File: config.mk
export PLATFORM = sky130hd
export DESIGN_NAME = quantum_scheduler
export DESIGN_NICKNAME = d
export VERILOG_FILES = /design/src/rtl/quantum_scheduler.sv
export SDC_FILE = /design/constraint.sdc
export NUM_CORES = 1
export LEC_CHECK = 0
export BUFFER_PORTS_ARGS = -buffer_cell sky130_fd_sc_hd__buf_2
export CORE_UTILIZATION = 35
export DETAILED_ROUTE_END_ITERATION = 7
export MAX_ROUTING_LAYER = met4
export SYNTH_ARGS = -nofsm -noshare
export SYNTH_HDL_FRONTEND = slang
export SYNTH_SLANG_ARGS = --single-unit
File: constraint.sdc
create_clock -name in_clk -period 2.5 [get_ports in_clk]
set_clock_uncertainty 0.05 [all_clocks]
set_input_delay 0.5 -clock in_clk [delete_from_list [all_inputs] [get_ports in_clk]]
set_output_delay 0.5 -clock in_clk [all_outputs]
set_load 0.05 [all_outputs]
File: src/rtl/quantum_scheduler.sv
// Time-sliced round-robin scheduler: one requester owns the coprocessor for at most
// QUANTUM cycles under contention, then priority rotates past it.
module quantum_scheduler #(
   parameter int WIDTH   = 4,
   parameter int QUANTUM = 8,
   localparam int ID_W   = (WIDTH > 1) ? $clog2(WIDTH) : 1,
   localparam int CNT_W  = (QUANTUM > 2) ? $clog2(QUANTUM) : 1
) (
   input  logic             in_clk,
   input  logic             in_reset,
   input  logic [WIDTH-1:0] in_request,
   input  logic [WIDTH-1:0] in_done,
   output logic [WIDTH-1:0] out_grant,
   output logic [ID_W-1:0]  out_grant_id,
   output logic             out_busy,
   output logic             out_preempt
);

   typedef enum logic [1:0] {
      ST_IDLE = 2'd0,
      ST_ARB  = 2'd1,
      ST_RUN  = 2'd2
   } state_t;

   localparam logic [CNT_W-1:0] CNT_LAST = CNT_W'(QUANTUM - 1);

   state_t             state_q, state_d;
   logic [WIDTH-1:0]   ptr_q, ptr_d;
   logic [CNT_W-1:0]   cnt_q, cnt_d;
   logic [WIDTH-1:0]   grant_q, grant_d;
   logic [ID_W-1:0]    grant_id_q, grant_id_d;
   logic               busy_q, busy_d;
   logic               preempt_q, preempt_d;

   logic [2*WIDTH-1:0] double_req;
   logic [2*WIDTH-1:0] double_pick;
   logic [WIDTH-1:0]   pick;
   logic [ID_W-1:0]    pick_id;
   logic [WIDTH-1:0]   others;
   logic [WIDTH-1:0]   grant_rotl;
   logic               release_now;

   // Circular find-first from ptr: duplicating the request vector lets the borrow
   // chain of the subtraction wrap around past the top bit.
   always_comb begin
      double_req  = {in_request, in_request};
      double_pick = double_req & ~(double_req - {{WIDTH{1'b0}}, ptr_q});
      pick        = double_pick[WIDTH-1:0] | double_pick[2*WIDTH-1:WIDTH];
      pick_id     = '0;
      for (int i = 0; i < WIDTH; i++) begin
         if (pick[i]) pick_id = ID_W'(i);
      end
   end

   always_comb begin
      others      = in_request & ~grant_q;
      grant_rotl  = {grant_q[WIDTH-2:0], grant_q[WIDTH-1]};
      release_now = ((in_request & grant_q) == '0) || ((in_done & grant_q) != '0);

      state_d    = state_q;
      ptr_d      = ptr_q;
      cnt_d      = cnt_q;
      grant_d    = grant_q;
      grant_id_d = grant_id_q;
      busy_d     = busy_q;
      preempt_d  = 1'b0;

      case (state_q)
         ST_IDLE: begin
            if (in_request != '0) state_d = ST_ARB;
         end
         ST_ARB: begin
            if (pick != '0) begin
               grant_d    = pick;
               grant_id_d = pick_id;
               busy_d     = 1'b1;
               cnt_d      = '0;
               state_d    = ST_RUN;
            end else begin
               state_d = ST_IDLE;
            end
         end
         ST_RUN: begin
            // Release outranks expiry so a finishing owner never sees a preempt pulse.
            if (release_now) begin
               grant_d    = '0;
               grant_id_d = '0;
               busy_d     = 1'b0;
               ptr_d      = grant_rotl;
               state_d    = (others != '0) ? ST_ARB : ST_IDLE;
            end else if (cnt_q == CNT_LAST) begin
               if (others != '0) begin
                  grant_d    = '0;
                  grant_id_d = '0;
                  busy_d     = 1'b0;
                  preempt_d  = 1'b1;
                  ptr_d      = grant_rotl;
                  state_d    = ST_ARB;
               end else begin
                  cnt_d = '0;
               end
            end else begin
               cnt_d = cnt_q + 1'b1;
            end
         end
         default: begin
            state_d    = ST_IDLE;
            grant_d    = '0;
            grant_id_d = '0;
            busy_d     = 1'b0;
            cnt_d      = '0;
         end
      endcase
   end

   always_ff @(posedge in_clk or negedge in_reset) begin
      if (!in_reset) begin
         state_q    <= ST_IDLE;
         ptr_q      <= WIDTH'(1);
         cnt_q      <= '0;
         grant_q    <= '0;
         grant_id_q <= '0;
         busy_q     <= 1'b0;
         preempt_q  <= 1'b0;
      end else begin
         state_q    <= state_d;
         ptr_q      <= ptr_d;
         cnt_q      <= cnt_d;
         grant_q    <= grant_d;
         grant_id_q <= grant_id_d;
         busy_q     <= busy_d;
         preempt_q  <= preempt_d;
      end
   end

   assign out_grant    = grant_q;
   assign out_grant_id = grant_id_q;
   assign out_busy     = busy_q;
   assign out_preempt  = preempt_q;

endmodule

==> reports/metrics.cfg <==
[clocking]
cts_hold_buf = 0
clk_path_buf_depth = 2
clkSinkCount = 17
clock_latency_ns = 0.29
clkTransAtPathRegs_ns = 0.10
numCtsBuffers = 3
htreeDepth = 1
cts_root_buf = clkbuf_4
cts_tree = yes

[worst_setup_path]
regToRegStartpoint = ptr_q[0]
critPathKind = flop to flop
crit_chain = nand2b_1, fa_1, xnor2_1, o21ai_0, and2_1, o2111ai_2, o311ai_1
crit_required_ns = 2.64
critPathMaxStageDelay_ns = 0.56
cp-end-kind = flop
r2r_slack_ns = 0.21
reg2reg_to = out_grant_id[0]
critPathMaxFanout = 6
reg2regPathDepth = 7
crit_path_start_kind = flop
cp.arrival_ns = 2.43
cp_slowest_cell = dfstp_2

[layout]
final_area_sq_um = 1460
num-fill-cells = 356
drive_gt1_share_pct = 27.8
multiInputGateArea_sq_um = 762
fin_nets = 168
stdcell_count = 197
register_area_sq_um = 427
diodes = 0
fin_util_pct = 43.3
syn2layout_area_growth_pct = 17.0

[timing]
tightest_slew_ns = 0.545
report.final.slew_viol_count = 0
hold_violations = 0
rsz0062_at_grt = false
final.setup.tns_ns = 0
period_minus_slack_ns = 2.29
slew_headroom_pct = 63.3
max_freq_mhz = 437
finalCritPeriodShare_pct = 91.6
layout_setup_ws_ns = 0.211
hold_slack_ns = 0.0653
setup_viol = 0

[synth]
async_flop_share_pct = 100
synth_nets = 143
synth_common_cells = dfrtp_1 (16), inv_1 (12), o21ai_0 (12)
ys_warn_count = 0
synth_cells = 127
ys_top_cells_by_area = dfrtp_1 (32%), ha_1 (5.0%), o21ai_0 (4.8%)
yosysMostFrequentCell = dfrtp_1
synth_flop_cell = dfrtp_1
synth_top_area_cell = dfrtp_1
ys_seq_area_share_pct = 34.3
syn_area_sq_um = 1240
yosysUniqueCellTypes = 47
synth_top_area_share_pct = 32.2
synth-edff-count = 0
ys_seq_elements = 17
synth.avg_cell_area_sq_um = 9.79

[floorplan]
die_area_sq_um = 3800
rows = 21
die_y_um = 61.6
io_pins = 18
die_w_um = 61.6
initial_core_util_pct = 37.0
fp.coreArea_sq_um = 3360

[power_and_ir_drop]
ir_drop_v = 0.000416
clock_power_share_pct = 8.6
power_frac_comb_pct = 61.9
switching_share_pct = 50.7
cellPowerDensity_nw_per_um2 = 1170
p_int_mw = 0.839
switchingPower_mw = 0.864
power_mw = 1.70
seq_power_share_pct = 29.5
leakagePower_nw = 0.633

[grt]
grt_usage_pct = 18.2
overflow = 0
grt_pass1_wl_um = 4770
grt_pass1_vias = 1026
grt_max_degree = 18
antenna_found_initial = 0

[route]
vias_per_cell = 5.58
wirelength_um = 2980
wl_per_cell_um = 15.1
drt_first_pass_iters = 4
ant_nets = 0
vias = 1100
drtIter0Drc = 28
drc = 0

[placement]
dp.cells = 193
place_ws_ns = 0.0489
port_buffers = 17
dp_hpwl_um = 2390
gp_congestion = 0.817
post_dp_cell_area_sq_um = 1420

[hold_path]
worstHoldPathType = input pin to asynchronous set/reset pin

[outcome]
status = complete, no violations

[run]
cap_violations = 0

==> worst max path at each step <==
stage	start	end	slack [ns]
after floorplan	out_grant[1]	cnt_q[2]	0.15
after global placement	in_request[0]	out_grant[1]	0.11
after detailed placement	in_request[0]	out_grant_id[0]	0.05
final	ptr_q[0]	out_grant_id[0]	0.21
after CTS	ptr_q[0]	out_grant_id[0]	0.15
after global routing	ptr_q[0]	out_grant_id[0]	0.06
==> layout make-up <==
cell class	count	area share [%]
clock buffers	4	1.81
inverters	12	3.10
multi-input cells	94	52.4
flip-flops and latches	17	29.3
well taps	46	3.96
repair buffers	24	9.46
==> state kept, by name, summed over array words and instances, names as in the netlist <==
register / flops
cnt_q: 3
out_busy: 1
out_grant: 4
out_grant_id: 2
out_preempt: 1
ptr_q: 4
state_q: 2
==> power groups by stage <==
stage,clock network (mW),registers (mW),logic [mW]
6_report,0.147,0.503,1.05
5_1_grt,0.168,0.520,1.16
4_1_cts,0.153,0.502,1.05
3_5_place_dp,0,0.507,1.04
3_3_place_gp,0,0.505,1.02
2_1_floorplan,0,0.607,0.661
==> per-layer routing <==
layer	part of all wire, %	up-vias	wire length, um	track usage [%]
met2	48	35	1450	29.3
met4	2.1	0	63	6.67
met5	0	-	0	-
li1	-	537	-	-
met1	45	521	1330	23.2
met3	4.8	7	144	2.52
==> placed cells by master (no fill, tap or decap), types with 2 or more instances in the layout <==
cell	n
nor2_1	6
xnor2_1	2
nor2b_1	5
nor3_1	3
clkbuf_4	3
a31oi_1	4
and2_1	2
dfrtp_1	16
mux2_1	2
nand2_1	8
a221oi_1	2
a31o_2	2
nor4_4	2
a22oi_1	2
o21ai_0	12
ha_1	5
nand2b_1	2
inv_1	12
mux2i_1	4
buf_4	7
o31ai_1	4
mux2_2	2
buf_2	17
a32o_2	2
==> cells by family after synthesis <==
kind of cell	Yosys count	synth area share, %
AO/OA/AOI/OAI	42	27.2
buffers and inverters	16	4.93
adder cells (fa/ha/maj)	6	6.64
multiplexers	8	6.84
flip-flops	17	34.3
AND/OR/NAND/NOR	36	18.7
XOR/XNOR	2	1.41
==> critical path: cells and delay by family (launching register included) <==
family / cells / cell delay, ns
AO/OA/AOI/OAI: 3 / 0.71
flip-flops: 1 / 0.56
adder cells (fa/ha/maj): 1 / 0.41
AND/OR/NAND/NOR: 2 / 0.32
XOR/XNOR: 1 / 0.14
==> repair_timing <==
item,in CTS,in global routing
gates resized for setup,0,1
buffers inserted,0,0
setup endpoints to repair,0,1
endpoints found under the hold margin,0,0
Note: power is estimated with default switching activity, not from simulation.
